`src/rtl/pulse_peak_detector_pkg.sv`:
```
// Shared settings and types for the per-channel pulse peak detector.
package pulse_peak_detector_pkg;

    localparam int SIZE_FILTER_DATA = 16;
    localparam int SIZE_TIMESTAMP   = 32;
    localparam int SIZE_PEAK_WIDTH  = 8;
    localparam int PEAK_HOLDOFF     = 16;

    typedef enum logic [1:0] {
        IDLE,
        RISE,
        HOLDOFF
    } peak_state_t;

    // "time" is a reserved word, hence peak_ts for the timestamp field.
    typedef struct packed {
        logic signed [SIZE_FILTER_DATA-1:0] amp;
        logic        [SIZE_TIMESTAMP-1:0]   peak_ts;
        logic        [SIZE_PEAK_WIDTH-1:0]  width;
        logic                               pileup;
    } peak_event_t;

endpackage

```
`src/rtl/pulse_peak_detector_tracker.sv`:
```
// Running maximum, timestamp of its first occurrence and above-threshold width.
module pulse_peak_detector_tracker
    import pulse_peak_detector_pkg::*;
#(
    parameter int DATA_W  = SIZE_FILTER_DATA,
    parameter int TS_W    = SIZE_TIMESTAMP,
    parameter int WIDTH_W = SIZE_PEAK_WIDTH
) (
    input  logic                      clk,
    input  logic                      reset,
    input  logic                      clear,
    input  logic                      load,
    input  logic                      update,
    input  logic signed [DATA_W-1:0]  sample,
    input  logic        [TS_W-1:0]    sample_ts,
    output logic signed [DATA_W-1:0]  max_amp,
    output logic        [TS_W-1:0]    max_ts,
    output logic        [WIDTH_W-1:0] width
);

    always_ff @(posedge clk or negedge reset) begin
        if (!reset) begin
            max_amp <= '0;
            max_ts  <= '0;
            width   <= '0;
        end else if (clear) begin
            max_amp <= '0;
            max_ts  <= '0;
            width   <= '0;
        end else if (load) begin
            max_amp <= sample;
            max_ts  <= sample_ts;
            width   <= WIDTH_W'(1);
        end else if (update) begin
            width <= width + WIDTH_W'(1);
            // strict compare keeps the earliest of equal maxima
            if (sample > max_amp) begin
                max_amp <= sample;
                max_ts  <= sample_ts;
            end
        end
    end

endmodule

```
`src/rtl/pulse_peak_detector.sv`:
```
// Threshold-crossing pulse detector: reports peak amplitude, peak timestamp,
// width and pile-up per event, followed by a fixed dead time.
module pulse_peak_detector
    import pulse_peak_detector_pkg::*;
#(
    parameter int DATA_W      = SIZE_FILTER_DATA,
    parameter int TS_W        = SIZE_TIMESTAMP,
    parameter int WIDTH_W     = SIZE_PEAK_WIDTH,
    parameter int HOLDOFF_LEN = PEAK_HOLDOFF,
    parameter int CNT_W       = 16
) (
    input  logic                      clk,
    input  logic                      reset,
    input  logic signed [DATA_W-1:0]  input_data,
    input  logic signed [DATA_W-1:0]  threshold,
    input  logic                      enable,
    output logic                      peak_valid,
    output logic signed [DATA_W-1:0]  peak_amp,
    output logic        [TS_W-1:0]    peak_time,
    output logic        [WIDTH_W-1:0] peak_width,
    output logic                      pileup,
    output logic                      busy,
    output logic        [CNT_W-1:0]   event_count
);

    localparam int HC_W = $clog2(HOLDOFF_LEN + 1);

    logic signed [DATA_W-1:0]  d_r;
    logic signed [DATA_W-1:0]  thr_r;
    logic        [TS_W-1:0]    ts;
    logic        [TS_W-1:0]    ts_r;
    logic        [HC_W-1:0]    hold_cnt;
    peak_state_t               state;
    peak_state_t               state_nx;

    logic                      trk_clear;
    logic                      trk_load;
    logic                      trk_update;
    logic signed [DATA_W-1:0]  trk_max;
    logic        [TS_W-1:0]    trk_ts;
    logic        [WIDTH_W-1:0] trk_width;

    logic                      thr_load;
    logic                      emit;
    logic                      emit_pileup;
    logic                      emit_r;
    logic                      emit_pileup_r;

    always_ff @(posedge clk or negedge reset) begin
        if (!reset) begin
            d_r  <= '0;
            ts   <= '0;
            ts_r <= '0;
        end else begin
            d_r  <= input_data;
            ts   <= ts + TS_W'(1);
            ts_r <= ts;
        end
    end

    pulse_peak_detector_tracker #(
        .DATA_W  (DATA_W),
        .TS_W    (TS_W),
        .WIDTH_W (WIDTH_W)
    ) u_tracker (
        .clk       (clk),
        .reset     (reset),
        .clear     (trk_clear),
        .load      (trk_load),
        .update    (trk_update),
        .sample    (d_r),
        .sample_ts (ts_r),
        .max_amp   (trk_max),
        .max_ts    (trk_ts),
        .width     (trk_width)
    );

    always_comb begin
        state_nx    = state;
        trk_clear   = 1'b0;
        trk_load    = 1'b0;
        trk_update  = 1'b0;
        thr_load    = 1'b0;
        emit        = 1'b0;
        emit_pileup = 1'b0;
        case (state)
            IDLE: begin
                if (enable && (d_r > threshold)) begin
                    trk_load = 1'b1;
                    thr_load = 1'b1;
                    state_nx = RISE;
                end
            end
            RISE: begin
                if (!enable) begin
                    trk_clear = 1'b1;
                    state_nx  = IDLE;
                end else if (!(d_r > thr_r)) begin
                    emit     = 1'b1;
                    state_nx = HOLDOFF;
                end else if (trk_width == '1) begin
                    emit        = 1'b1;
                    emit_pileup = 1'b1;
                    state_nx    = HOLDOFF;
                end else begin
                    trk_update = 1'b1;
                end
            end
            HOLDOFF: begin
                if (hold_cnt == HC_W'(1)) begin
                    state_nx = IDLE;
                end
            end
            default: state_nx = IDLE;
        endcase
    end

    always_ff @(posedge clk or negedge reset) begin
        if (!reset) begin
            state    <= IDLE;
            thr_r    <= '0;
            hold_cnt <= '0;
        end else begin
            state <= state_nx;
            if (thr_load) begin
                thr_r <= threshold;
            end
            if (emit) begin
                hold_cnt <= HC_W'(HOLDOFF_LEN);
            end else if (state == HOLDOFF) begin
                hold_cnt <= hold_cnt - HC_W'(1);
            end
        end
    end

    // Tracker is frozen during HOLDOFF, so it is read one cycle after emit.
    always_ff @(posedge clk or negedge reset) begin
        if (!reset) begin
            emit_r        <= 1'b0;
            emit_pileup_r <= 1'b0;
            peak_valid    <= 1'b0;
            peak_amp      <= '0;
            peak_time     <= '0;
            peak_width    <= '0;
            pileup        <= 1'b0;
            event_count   <= '0;
        end else begin
            emit_r        <= emit;
            emit_pileup_r <= emit_pileup;
            peak_valid    <= emit_r;
            if (emit_r) begin
                peak_amp   <= trk_max;
                peak_time  <= trk_ts;
                peak_width <= trk_width;
                pileup     <= emit_pileup_r;
                if (event_count != '1) begin
                    event_count <= event_count + CNT_W'(1);
                end
            end
        end
    end

    assign busy = (state != IDLE);

endmodule

```
`config.mk`:
```
export PLATFORM = sky130hd
export DESIGN_NAME = pulse_peak_detector
export DESIGN_NICKNAME = d
export VERILOG_FILES = /design/src/rtl/pulse_peak_detector_pkg.sv /design/src/rtl/pulse_peak_detector_tracker.sv /design/src/rtl/pulse_peak_detector.sv
export SDC_FILE = /design/constraint.sdc
export NUM_CORES = 1
export LEC_CHECK = 0
export CORE_UTILIZATION = 35
export CTS_CLUSTER_DIAMETER = 30
export DETAILED_ROUTE_END_ITERATION = 6
export PLACE_DENSITY = 0.62
export SLEW_MARGIN = 10
export SYNTH_ARGS = -nofsm -noshare
export SYNTH_HDL_FRONTEND = slang
export SYNTH_HIERARCHICAL = 1
export SYNTH_SLANG_ARGS = --single-unit
```
`constraint.sdc`:
```
create_clock -name clk -period 3.4 [get_ports clk]
set_input_delay 0.51 -clock clk [delete_from_list [all_inputs] [get_ports clk]]
set_output_delay 0.51 -clock clk [all_outputs]
set_load 0.02 [all_outputs]
```
Word-level counts from Yosys, hierarchy flattened
Cells that the tools add are included.
W data, S select, Z words.
{"block": "totals", "ff_bits": 235, "in_bits": 35, "output_inout_bits": 75, "elab_cells": 75}
{"block": "op_classes", "addsub": 4, "n_lt_le_gt_ge": 3, "n_eq_ne": 8, "mux": 34, "reduce_logical": 9}
{"operator": "$mux W32", "count": 4}
{"operator": "$mux W16", "count": 4}
{"operator": "$gt A16 B16 Y1", "count": 3}
{"operator": "$add A32 B1 Y32 const B", "count": 1}
{"operator": "$mux W8", "count": 3}
{"operator": "$add A16 B1 Y16 const B", "count": 1}
{"operator": "$ne A16 B16 Y1 const B", "count": 1}
{"operator": "$mux W1", "count": 15}
{"operator": "$mux W2", "count": 5}
{"operator": "$mux W5", "count": 2}
{"operator": "$add A8 B1 Y8 const B", "count": 1}
{"operator": "$eq A8 B8 Y1 const B", "count": 1}
{"operator": "$pmux W2 S3", "count": 1}
{"operator": "$reduce_bool A3 Y1", "count": 2}
{"operator": "$eq A5 B1 Y1 const B", "count": 1}
{"operator": "$sub A5 B1 Y5 const B", "count": 1}
{"operator": "$ne A2 B2 Y1 const B", "count": 2}
{"operator": "$ne A4 B4 Y1 const B", "count": 1}
{"operator": "$reduce_and A2 Y1", "count": 2}
{"operator": "$reduce_bool A2 Y1", "count": 2}
{"operator": "$reduce_and A3 Y1", "count": 1}
{"operator": "$eq A2 B1 Y1 const B", "count": 1}
{"operator": "$eq A2 B2 Y1 const B", "count": 1}
{"operator": "$logic_not A2 Y1", "count": 1}
{"operator": "$logic_and A1 B1 Y1", "count": 1}

Longest topological paths before layout
Gate-level depths: netlist of the first run.
{"block": "logic_depth", "word_depth": 8, "ltp_mapped": 17, "ltp_nobuf": 13}

By module
Netlist of the first run, hierarchy kept.
{"module": "pulse_peak_detector", "n_inst": 1, "cells_each": 553, "area_each_um2": 7314.5, "seq_area_each_um2": 4479.3}
{"module": "pulse_peak_detector_tracker", "n_inst": 1, "cells_each": 253, "area_each_um2": 2915.3, "seq_area_each_um2": 1401.3}

Worst setup path after synthesis of the first run
Ideal clock, no wire load.
{"block": "synth_timing", "path_kind": "input to register", "from": "input threshold[15]", "to": "register u_tracker.max_amp[0]", "setup_ns": 0.125, "arrival_ns": 3.704, "required_time_ns": 3.275, "slack_ns": -0.430, "path_stages": 17, "n_path_buf": 5, "cell_sequence": "inv_1 -> ha_1 -> nand4_2 -> or4_4 -> a21oi_2 -> nor4b_1 -> a211o_1 -> buf_6 -> buf_12 -> inv_2 -> or2_2 -> clkbuf_1 -> a211oi_1 -> or3_1 -> buf_6 -> buf_6 -> mux2_4"}
{"block": "synth_between", "elab_chain_cells": 6, "elab_cells_between_ends": 9, "cone_classes": "order compare (1); mux (4); reduce/logical (4)"}
{"item": "start, declared", "line_no": "pulse_peak_detector.sv:15", "source": "input logic signed [DATA_W-1:0] threshold,"}
{"item": "$gt A16 B16 Y1 (*)", "line_no": "pulse_peak_detector.sv:88", "source": "if (enable && (d_r > threshold)) begin"}
{"item": "$logic_and A1 B1 Y1 (*)", "line_no": "pulse_peak_detector.sv:88"}
{"item": "$mux W1 (*) (2 in a row)"}
{"item": "net thr_load", "line_no": "pulse_peak_detector.sv:43", "source": "logic thr_load;"}
{"item": "$reduce_bool A3 Y1 (no source line) or $mux W16 (tied branches)"}
{"item": "$reduce_and A2 Y1 (no source line) or $mux W16 (tied branches)"}
{"item": "end signal, assigned", "line_no": "pulse_peak_detector_tracker.sv:31", "source": "max_amp <= sample;"}
{"item": "end signal, assigned", "line_no": "pulse_peak_detector_tracker.sv:38", "source": "max_amp <= sample;"}
{"item": "end, declared", "line_no": "pulse_peak_detector_tracker.sv:16", "source": "output logic signed [DATA_W-1:0] max_amp,"}
Mark *: on every way through the listed nets, which the timed path passes. The rest lies on a longest branch.
A chain may end at the register's enable or synchronous reset.

Worst setup path in the final report of the first run
{"block": "layout_timing", "from": "register d_r[15]", "to": "register u_tracker.max_ts[3]"}
{"block": "layout_between", "elab_chain_cells": 6, "elab_cells_between_ends": 14, "cone_classes": "order compare (3); mux (7); reduce/logical (4)"}
{"item": "start, declared", "line_no": "pulse_peak_detector.sv:28", "source": "logic signed [DATA_W-1:0] d_r;"}
{"item": "start signal, assigned", "line_no": "pulse_peak_detector.sv:55", "source": "d_r <= input_data;"}
{"item": "$gt A16 B16 Y1", "line_no": "pulse_peak_detector.sv:98", "source": "end else if (!(d_r > thr_r)) begin"}
{"item": "$mux W1", "line_no": "pulse_peak_detector.sv:98"}
{"item": "$mux W1", "line_no": "pulse_peak_detector.sv:95", "source": "if (!enable) begin"}
{"item": "$mux W1", "line_no": "pulse_peak_detector.sv:86", "source": "case (state)"}
{"item": "net trk_update", "line_no": "pulse_peak_detector.sv:38", "source": "logic trk_update;"}
{"item": "$reduce_bool A3 Y1 (no source line)"}
{"item": "$reduce_and A2 Y1 (no source line)"}
{"item": "end signal, assigned", "line_no": "pulse_peak_detector_tracker.sv:32", "source": "max_ts <= sample_ts;"}
{"item": "end signal, assigned", "line_no": "pulse_peak_detector_tracker.sv:39", "source": "max_ts <= sample_ts;"}
{"item": "end, declared", "line_no": "pulse_peak_detector_tracker.sv:17", "source": "output logic [TS_W-1:0] max_ts,"}
The timed path passes the listed nets, and every way through them passes these cells.

==> metrics.csv, run 1 <==
stage;metric;value;unit
clock_network;total CTS buffers;59;
yosys;Post-synth ARST share;1.00;
die;core outline area;28700;sq um
clock_network;CTS tree;done;
clock_network;clk root buf;clkbuf_16;
yosys;Yosys reg bits;235;
yosys;Netlist cell types;51;
timing;final hold violation count;0;
final_layout;layout cells sized above 1;0.279;
yosys;Compound-Gate Fraction of Synth Area;0.0316;
timing;final period utilization;1.02;
worst_setup_path;Critical Path AT;3920;ps
yosys;largest family of logic cells by synthesized area;multiplexers;
die;io pins;110;
clock_network;Clock Latency Late Sink;580;ps
timing;Slew Viols, Final;0;
final_layout;final core occ;0.516;
die;Die H;173;microns
yosys;synth cell count leaders;235 x dfrtp_1, 81 x mux2_2, 61 x inv_1, 53 x ha_1, 38 x nand2_1;
timing;setup TNS;-1510;ps
yosys;Synth area leader;dfrtp_1;
final_layout;Multi-input gate area;4270;sq um
clock_network;clock sink count;235;
worst_setup_path;Reg2Reg Depth;13;
grt;Overflow after GRT;0;
final_layout;Seq. cell area;5890;sq um
grt;largest net degree at the start of global routing;67;
clock_network;Clock Tree Buf Depth;3;
timing;RSZ-0062 raised after global routing;yes;
timing;normalized max-slew margin;0.472;
outcome;status;finished, violations left;
die;std cell rows;62;
yosys;predominant post-synthesis flop cell;dfrtp_1;
timing;final-report setup violation count;35;
clock_network;clock transition at the registers of the reported paths;40;ps
final_layout;fillers;2487;
grt;vias in the first global route;7299;
yosys;top cell type's share of synthesized area;0.575;
routing;first drt pass iteration count;4;
final_layout;# nets final;1101;
worst_setup_path;CP Class;reg2reg;
outcome;failing checks;setup timing;
yosys;cell count after synthesis;806;
placed_design;RD Place Congestion;0.778;
worst_setup_path;Worst Setup Start Kind;register;
die;Initial Util;0.356;
yosys;Synth Net Count;894;
routing;drt drc;0;
worst_setup_path;Crit. End Element;register;
grt;GRT Overall Usage;0.154;
pwr;Power Density;866;nW/um^2
die;die area;29900;sq um
routing;via count;6638;
final_layout;non-filler cells, final;1447;
timing;Setup Skew;55.3;ps
timing;Min Clock Period, post-route;3480;ps
placed_design;IO buf count;109;
run;Max-Cap Viols;0;
worst_setup_path;Data required, critical path;3840;ps
worst_setup_path;Crit Path Max Fanout;4;
pwr;maximum vdd drop;0.000527;V
yosys;syn avg cell area;12.7;sq um
grt;first-pass GRT wire length;37.4;mm
timing;Fmax;287;MHz
routing;DR WL/cell;15.1;microns
yosys;mux contribution to synthesized area;0.136;
yosys;Simple-Gate Fraction of Synth Area;0.110;
routing;Vias/cell;4.59;
yosys;Post-synth EDFFs;0;
placed_design;DP Area;12200;sq um
final_layout;post-route cell area;14800;sq um
worst_hold_path;Worst Hold Depth;1;
final_layout;Synth-to-Final Area Change;44.9;%
final_layout;diode count;0;
grt;initial antenna violation count;0;
yosys;top-count cell post-synth;dfrtp_1;
routing;Starting DRT DRC Count;223;
placed_design;hpwl dp;14.4;mm
timing;Worst-Margin Slew;792;ps
yosys;Seq/Total Area, Yosys;0.575;
clock_network;CTS H-tree lvls;2;
yosys;area share of fa/ha/maj cells after synthesis;0.0648;
pwr;Pleak;0.00721;uW
die;Die Wd;173;microns
yosys;Post-Synth XOR/XNOR Area;0.0488;
timing;worst setup margin;-80.6;ps
yosys;top area cells in the synthesized netlist;dfrtp_1 57%, mux2_2 8.9%, ha_1 6.5%, mux2i_1 3.1%, xnor2_1 2.7%;
worst_hold_path;Hold Path Class;in2reg;
placed_design;Post-Place Cells;1325;
routing;Antenna Violating Nets Remaining;0;
routing;WL final;21.9;mm
yosys;Synthesis Warnings;6;
yosys;Post-Syn Area;10200;sq um
[layout make-up]
type | count | share of cell area
inverters | 62 | 0.0165
clock buffers | 76 | 0.112
flip-flops and latches | 235 | 0.397
clock inverters | 35 | 0.0411
well taps | 384 | 0.0324
repair buffers | 166 | 0.113
multi-input cells | 489 | 0.288
[placed cells by master, fill, tap and decap left out, drive strengths merged, types with 35 or more instances in the layout]
cell type	count
buf	56
clkbuf	77
clkdlybuf4s50	107
dfrtp	235
ha	53
inv	64
mux2	93
nand2	38
nor2	35
nor2b	35
[state kept, by name, indices dropped and copies added (netlist names), 5 cells and up]
signal / flops
peak_time: 32
ts: 32
ts_r: 32
u_tracker/max_ts: 32
d_r: 16
event_count: 16
peak_amp: 16
thr_r: 16
u_tracker/max_amp: 16
peak_width: 8
u_tracker/width: 8
hold_cnt: 5
[routing by layer]
metal | GRT usage | part of all wire | vias up
li1 | - | - | 3223
met1 | 0.193 | 0.45 | 3255
met2 | 0.264 | 0.49 | 120
met3 | 0.0301 | 0.039 | 40
met4 | 0.0527 | 0.020 | 0
met5 | 0 | 0 | -
[cells by family (layout without fill, tap and decap cells)]
logic type	after synthesis	count (layout)
DFF	235	235
and+or+nand+nor	206	206
muxes	125	125
buffers and inverters	82	339
xor gates and xnor gates	57	57
adders and majority gates	53	53
AOI/OAI and AO/OA	48	48
[critical path: stages, from the launching register on]
cell,delay (ps)
dfrtp_2,440
ha_1,330
nand4_1,190
or3_4,450
a21oi_2,170
a211oi_2,80
xnor2_1,150
nor4_1,280
buf_4,170
a21oi_1,60
or3_4,450
buf_16,170
buf_12,120
mux2_4,280
[metrics by stage]
stage / total power, uW / worst slack, ps / hold slack [ps]
4_1_cts: 12900 / -72.9 / 348
3_3_place_gp: 6250 / -673 / 387
2_1_floorplan: 5330 / -159 / 214
5_1_grt: 13500 / -197 / 347
3_5_place_dp: 6310 / -748 / 385
6_report: 12800 / -80.6 / 370
[report_power, final]
| part | internal, uW | total [uW] | switching, uW | leakage [uW] |
|---|---|---|---|---|
| registers | 3250 | 3540 | 289 | 0.00308 |
| clock network | 4490 | 6220 | 1730 | 0.00111 |
| logic | 1610 | 3080 | 1480 | 0.00302 |
| total | 9350 | 12800 | 3490 | 0.00721 |
[path summary, 6_finish.rpt]
path | from | endpoint | slack (ps)
min | input_data[14] | d_r[14] | 370
min in group asynchronous | reset | thr_r[4] | 490
max | d_r[15] | u_tracker/max_ts[3] | -80
max in group asynchronous | reset | pileup | 2110
max reg2reg | d_r[15] | u_tracker/max_ts[3] | -80
min reg2reg | ts[31] | ts_r[31] | 400
[timing repair]
| action | in CTS | in global routing |
|---|---|---|
| hold endpoints to repair | 61 | 0 |
| buffers inserted | 7 | 1 |
| setup endpoints to repair | 46 | 48 |
| pin swaps | 0 | 1 |
| gates cloned | 1 | 1 |
| hold buffers | 1 | 0 |
| gates resized for setup | 30 | 17 |
Note: power is estimated with default switching activity, not from simulation.
==> run 2, diff against run 1 <==
ABC_AREA = 1   (was default)
PLACE_DENSITY = 0.61   (was 0.62)
==> run 2 against run 1 <==
  * The run ends with hold timing left
  * Critical path type unchanged
  * Highest routed layer unchanged
  * Via count increased by 21%
  * Synthesized area grew 6.4%
  * Worst setup slack improved by 460 ps
  * Critical path depth up 5
  * Wire length increased by 14%
  * Clock skew fell by 41 ps
==> metrics.csv, run 2 <==
stage;metric;value;unit;change
grt;GRT Overall Usage;0.165;;+0.0109
pwr;Sequential Power Share;0.314;;+0.038
timing;Slew Viols, Final;0;;unchanged
worst_setup_path;Critical Path AT;3460;ps;-460 ps
clock_network;clock sink count;235;;unchanged
clock_network;total CTS buffers;52;;-12%
clock_network;clock transition at the registers of the reported paths;50;ps;about the same
placed_design;hpwl dp;16.9;mm;+17%
final_layout;diode count;0;;unchanged
worst_setup_path;Crit. End Element;register;;
timing;Worst-Margin Slew;800;ps;+8.13 ps
clock_network;Hold Buf Count CTS;0;;-1
routing;Antenna Violating Nets Remaining;0;;unchanged
final_layout;commonest cells after routing, fill and taps aside;253 x nand2_1, 234 x dfrtp_1, 155 x inv_1;;
worst_setup_path;CP Class;reg2reg;;
yosys;Post-synth ARST share;1.00;;unchanged
die;Initial Util;0.356;;-0.000428
worst_setup_path;Data required, critical path;3840;ps;about the same
worst_setup_path;R2R Setup Slk;380;ps;+460 ps
final_layout;layout cells sized above 1;0.154;;-0.125
die;io pins;110;;unchanged
timing;Min Clock Period, post-route;3020;ps;-460 ps
clock_network;Clock Latency Late Sink;560;ps;-20 ps
die;die area;31800;sq um;+6.4%
yosys;predominant post-synthesis flop cell;dfrtp_1;;
timing;final period utilization;0.888;;-0.135
pwr;maximum vdd drop;0.000413;V;-22%
yosys;top cell type's share of synthesized area;0.540;;-0.0348
timing;RSZ-0062 raised after global routing;no;;
die;Die Wd;178;microns;+3.1%
routing;WL final;24.9;mm;+14%
routing;Starting DRT DRC Count;327;;+47%
grt;met2 usage;0.270;;+0.00558
final_layout;Synth-to-Final Area Change;32.0;%;
worst_setup_path;r2r endpoint;u_tracker/width[7];;
pwr;Clk pwr share;0.461;;-0.023
clock_network;clk root buf;clkbuf_16;;
routing;DR WL/cell;14.5;microns;-3.9%
pwr;Power Density;794;nW/um^2;-8.3%
die;core outline area;30600;sq um;+6.6%
yosys;Seq/Total Area, Yosys;0.540;;-0.0348
pwr;Gate power share;0.225;;-0.015
die;Die H;178;microns;+3.1%
final_layout;# nets final;1367;;+24%
clock_network;post-CTS sizing;0;;-100%
grt;vias in the first global route;8179;;+12%
routing;Vias/cell;4.67;;+1.7%
die;std cell rows;64;;+3.2%
timing;final-report setup violation count;0;;-100%
yosys;top area cells in the synthesized netlist;dfrtp_1 54%, nand2_1 8.7%, ha_1 6.1%, mux2_2 5.9%, inv_1 5.3%;;
timing;Fmax;331;MHz;+15%
grt;met3 Use GR;0.0350;;+0.00483
worst_hold_path;Hold Path Class;in2async;;
worst_setup_path;Crit Path Max Fanout;5;;+1
placed_design;RD Place Congestion;0.854;;+9.8%
routing;drt drc;0;;unchanged
pwr;P_sw;3460;uW;-0.94%
yosys;Post-synth EDFFs;0;;unchanged
outcome;failing checks;hold timing;;
worst_setup_path;Worst Setup Start Kind;register;;
timing;final hold violation count;27;;+27
yosys;synth cell count leaders;253 x nand2_1, 235 x dfrtp_1, 155 x inv_1, 87 x nor2_1, 63 x nand3_1;;
timing;setup TNS;0;ps;+1510 ps
yosys;cell count after synthesis;1127;;+40%
timing;normalized max-slew margin;0.466;;-0.00542
pwr;switching share of power;0.303;;+0.0310
yosys;Synthesis Warnings;6;;unchanged
run;Max-Cap Viols;0;;unchanged
pwr;Cell Int Power;7960;uW;-15%
pwr;Pleak;0.00719;uW;-0.29%
final_layout;most common cell after layout, fill and taps aside;nand2_1;;
grt;first-pass GRT wire length;41.5;mm;+11%
yosys;Yosys reg bits;235;;unchanged
worst_setup_path;R2R Path Start;d_r[15];;
grt;GR Util met1;0.214;;+0.0209
timing;Setup Skew;14.8;ps;-40.5 ps
routing;first drt pass iteration count;5;;+1
yosys;Synth Net Count;1215;;+36%
yosys;syn avg cell area;9.66;sq um;-24%
clock_network;Post-CTS Repair Setup Buffers;0;;-7
grt;initial antenna violation count;0;;unchanged
yosys;Synth area leader;dfrtp_1;;
placed_design;IO buf count;109;;unchanged
yosys;Post-Syn Area;10900;sq um;+6.4%
grt;Overflow after GRT;0;;unchanged
outcome;status;finished, violations left;;
yosys;top-count cell post-synth;nand2_1;;
clock_network;CTS H-tree lvls;2;;unchanged
grt;global routing's busiest layer;met2;;
clock_network;CTS tree;done;;
yosys;Netlist cell types;38;;-25%
timing;final hold slack;-15.7;ps;-386 ps
worst_setup_path;Reg2Reg Depth;18;;+5
grt;largest net degree at the start of global routing;93;;+39%
routing;via count;8014;;+21%
clock_network;Clock Tree Buf Depth;3;;unchanged
-- run 2: cell types whose count changed in the layout (fill, tap and decap cells not counted), sizes merged, moves of 35 or more --
cell	previous run	this run
nor2	35	95
mux2	93	57
nor2b	35	0
inv	64	157
nand3	19	70
nand2	38	260
-- run 2: cell type report --
cell class	count	area (sq um)
fillers	2877	16200
flip-flops and latches	235	5880
multi-input cells	704	4240
clock buffers	62	1440
repair buffers	130	1290
inverters	156	586
well taps	396	495
clock inverters	34	443
-- run 2: worst max-delay path: stages (launching register included) --
cell and delay (ps):
dfrtp_1 470, ha_1 380, nand2_1 80, nor2_1 200, nand2_1 100, nor2_1 140
nand2_1 100, nand3_1 90, nand2_1 50, nand2_1 80, nand3_1 90, nor2_1 190
inv_1 120, nand2_1 140, and3_1 220, and3_1 180, nand2_1 70, o21ai_0 150
a21oi_1 50
-- run 2: power by group through the flow --
stage | combinational, uW | sequential, uW | clock [uW]
detailed placement | 2600 | 3620 | 0
global placement | 2530 | 3610 | 0
finish | 2570 | 3580 | 5260
floorplan | 1520 | 3710 | 0
CTS | 2620 | 3590 | 5380
global route | 2930 | 3650 | 5530
-- run 2: per-layer routing --
metal / wire, microns / vias to the layer above
met5: 0 / -
met2: 11800 / 168
li1: - / 3920
met4: 619 / 0
met3: 1260 / 54
met1: 11200 / 3872
-- run 2: how the worst max path moves through the flow --
| stage | cells after the start | start | slack, ps | end |
|---|---|---|---|---|
| after floorplan | 21 | threshold[15] | 550 | u_tracker/max_amp[10] |
| after global placement | 20 | threshold[15] | 180 | u_tracker/max_ts[20] |
| after detailed placement | 18 | threshold[15] | 100 | u_tracker/max_ts[11] |
| after CTS | 18 | d_r[15] | 360 | u_tracker/max_ts[25] |
| after global routing | 18 | d_r[15] | 50 | u_tracker/width[7] |
| final | 18 | d_r[15] | 380 | u_tracker/width[7] |
-- run 2: kinds of logic (layout without fill, tap and decap cells) --
group                    after synthesis  in the layout  share of synthesized area
AND/OR/NAND/NOR                      498            498                      0.206
flip-flops                           235            235                      0.540
XOR/XNOR                              49             49                     0.0394
adder cells (fa/ha/maj)               53             53                     0.0609
buffers and inverters                188            382                     0.0717
multiplexers                          57             57                     0.0589
AO/OA/AOI/OAI                         47             47                     0.0229
-- run 2: stage by stage --
| step | area [sq um] | utilization | std cells | worst slack (ps) | total power [uW] |
|---|---|---|---|---|---|
| after global placement | 12500 | 0.408 | 1621 | 185 | 6150 |
| after detailed placement | 12500 | 0.408 | 1621 | 100 | 6230 |
| final | 14400 | 0.470 | 1717 | 380 | 11400 |
| after floorplan | 10900 | - | 1127 | 548 | 5240 |
| after CTS | 14400 | 0.470 | 1717 | 357 | 11600 |
| after global routing | 14400 | 0.470 | 1717 | 53.0 | 12100 |
==> run 3, diff against run 2 <==
DONT_BUFFER_PORTS = 1   (was default)
PLACE_DENSITY = 0.57   (was 0.61)
==> run 3 against run 2 <==
  * The flow still finishes with violations (hold timing)
  * Power decreased by 3.9%
  * Clock skew increased by 9.4 ps
  * Core utilization decreased by 3.3 points
  * First-iteration DRC count increased by 18%
  * Via count decreased by 5.3%
  * Sequential share of layout area increased by 3.1 points
  * Die area unchanged
  * Clock-buffer cell count increased by 1
  * Fmax decreased by 2.2%
==> metrics.csv, run 3 (synthesis gave the netlist of run 2 again) <==
stage;metric;value;unit;change
outcome;status;finished, violations left;;
outcome;failing checks;hold timing;;
final_layout;non-filler cells, final;1619;;-5.7%
pwr;Pleak;0.00679;uW;-5.5%
final_layout;most common cell after layout, fill and taps aside;nand2_1;;
die;die area;31800;sq um;unchanged
final_layout;# nets final;1265;;-7.5%
timing;Fmax;324;MHz;-2.2%
worst_setup_path;Worst Setup Start Kind;register;;
clock_network;Clock Tree Buf Depth;3;;unchanged
grt;first-pass GRT wire length;39.9;mm;-4.0%
routing;drt drc;0;;unchanged
timing;final hold violation count;235;;+770%
pwr;Gate power share;0.177;;-0.048
die;std cell rows;64;;unchanged
timing;worst setup margin;313;ps;-66.4 ps
pwr;P_sw;3440;uW;-0.60%
final_layout;commonest cells after routing, fill and taps aside;253 x nand2_1, 234 x dfrtp_1, 155 x inv_1;;
final_layout;layout cells sized above 1;0.162;;+0.00747
pwr;Clk pwr share;0.473;;+0.012
timing;Slew Viols, Final;0;;unchanged
placed_design;Post-Place Cells;1500;;-7.5%
timing;Min Clock Period, post-route;3090;ps;+66.4 ps
grt;GRT Overall Usage;0.160;;-0.00487
die;Initial Util;0.356;;unchanged
timing;final-report setup violation count;0;;unchanged
run;Max-Cap Viols;0;;unchanged
pwr;Power Density;821;nW/um^2;+3.4%
routing;DR WL/cell;15.5;microns;+6.5%
clock_network;CTS H-tree lvls;2;;unchanged
pwr;Sequential Power Share;0.349;;+0.035
timing;final hold slack;-343;ps;-327 ps
timing;RSZ-0062 raised after global routing;no;;
die;Die H;178;microns;unchanged
die;core outline area;30600;sq um;unchanged
timing;final period utilization;0.908;;+0.0195
worst_setup_path;Critical Path AT;3560;ps;+100 ps
grt;Overflow after GRT;0;;unchanged
clock_network;Clock Latency Late Sink;560;ps;about the same
die;Die Wd;178;microns;unchanged
final_layout;diode count;0;;unchanged
routing;WL final;25.0;mm;+0.39%
final_layout;Synth-to-Final Area Change;22.6;%;
worst_setup_path;Worst Setup SP;d_r[15];;
placed_design;hpwl dp;15.8;mm;-6.0%
clock_network;CTS tree;done;;
worst_setup_path;R2R Path Start;d_r[15];;
routing;Vias/cell;4.69;;+0.43%
worst_setup_path;Reg2Reg Depth;19;;+1
timing;Setup Skew;24.2;ps;+9.42 ps
clock_network;clock sink count;235;;unchanged
routing;Antenna Violating Nets Remaining;0;;unchanged
placed_design;IO buf count;0;;-100%
pwr;Cell Int Power;7530;uW;-5.4%
grt;initial antenna violation count;0;;unchanged
final_layout;fillers;2881;;+0.14%
worst_setup_path;Crit. End Element;register;;
clock_network;total CTS buffers;54;;+3.8%
timing;setup TNS;0;ps;unchanged
routing;first drt pass iteration count;5;;unchanged
clock_network;Hold Buf Count CTS;16;;+16
worst_setup_path;CP Class;reg2reg;;
worst_hold_path;Hold Path Class;in2async;;
routing;Starting DRT DRC Count;386;;+18%
routing;via count;7589;;-5.3%
final_layout;final core occ;0.437;;-0.0333
clock_network;Post-CTS Repair Setup Buffers;0;;unchanged
placed_design;DP Worst Slack;146;ps;+45.9 ps
pwr;switching share of power;0.314;;+0.0105
worst_setup_path;Data required, critical path;3870;ps;+30 ps
clock_network;clock transition at the registers of the reported paths;40;ps;about the same
timing;normalized max-slew margin;0.370;;-0.0965
grt;vias in the first global route;7814;;-4.5%
die;io pins;110;;unchanged
worst_setup_path;Crit Path Max Fanout;24;;+19
grt;largest net degree at the start of global routing;236;;+150%
clock_network;clk root buf;clkbuf_16;;
placed_design;RD Place Congestion;0.848;;-0.68%
timing;Worst-Margin Slew;945;ps;+145 ps
pwr;maximum vdd drop;0.000356;V;-14%
-- run 3: changes by cell type in the layout (fill, tap and decap cells not counted), moves of 3 or more --
cell	before	now
clkbuf_16	53	56
clkbuf_8	8	4
clkdlybuf4s50_1	108	0
clkbuf_1	1	4
dlygate4sd3_1	0	16
inv_6	0	3
buf_4	18	8
-- run 3: cell type report --
class / count / area, sq um / area share
Multi-Input combinational cell: 704 / 4250 / 0.318
Clock buffer: 63 / 1450 / 0.108
Clock inverter: 39 / 427 / 0.0319
Timing Repair Buffer: 26 / 265 / 0.0199
Tap cell: 396 / 495 / 0.0371
Sequential cell: 235 / 5880 / 0.440
Inverter: 156 / 586 / 0.0438
-- run 3: path summary, 6_finish.rpt --
check | to | slack (ps)
max reg2reg | u_tracker/max_amp[3] | 310
min reg2reg | ts_r[31] | 400
min in group clk | thr_r[7] | 100
min | thr_r[11] | -340
max | u_tracker/max_amp[3] | 310
max in group asynchronous | emit_r | 2910
-- run 3: power groups by stage --
stage | clock network [uW] | registers [uW] | logic (uW)
after detailed placement | 0 | 3880 | 1860
after global routing | 5460 | 3900 | 2250
final | 5190 | 3830 | 1940
after CTS | 5290 | 3840 | 1890
after floorplan | 0 | 3710 | 1520
after global placement | 0 | 3880 | 1800
-- run 3: what timing repair did --
action                     in CTS  in global routing
hold endpoints to repair      251                235
setup endpoints to repair       0                 50
resized for setup               0                  4
-- run 3: per-layer routing --
| metal | vias to the layer above | GRT usage | part of all wire |
|---|---|---|---|
| met5 | - | 0 | 0 |
| met4 | 0 | 0.0629 | 0.024 |
| met3 | 48 | 0.0462 | 0.062 |
| met2 | 173 | 0.260 | 0.47 |
| met1 | 3646 | 0.199 | 0.45 |
| li1 | 3722 | - | - |
-- run 3: critical path: stages (launching register included) --
cell and delay (ps):
dfrtp_1 440, ha_1 360, nand2_1 90, nor2_2 150, nand2_1 90, nor2_1 140
nand2_1 110, nand3_1 90, nand2_1 50, nand2_1 120, nand3_2 170, nor2_2 170
inv_1 90, nand2_1 140, o21a_1 150, nand3_2 100, nand2_2 150, clkbuf_16 240
nand2_1 60, nand2_1 50
-- run 3: stage by stage --
stage	total power, uW	area, sq um	hold slack, ps
4_1_cts	11000	13300	-367
6_report	11000	13400	-343
5_1_grt	11600	13400	-369
2_1_floorplan	5240	10900	214
3_3_place_gp	5680	11300	221
3_5_place_dp	5740	11300	221
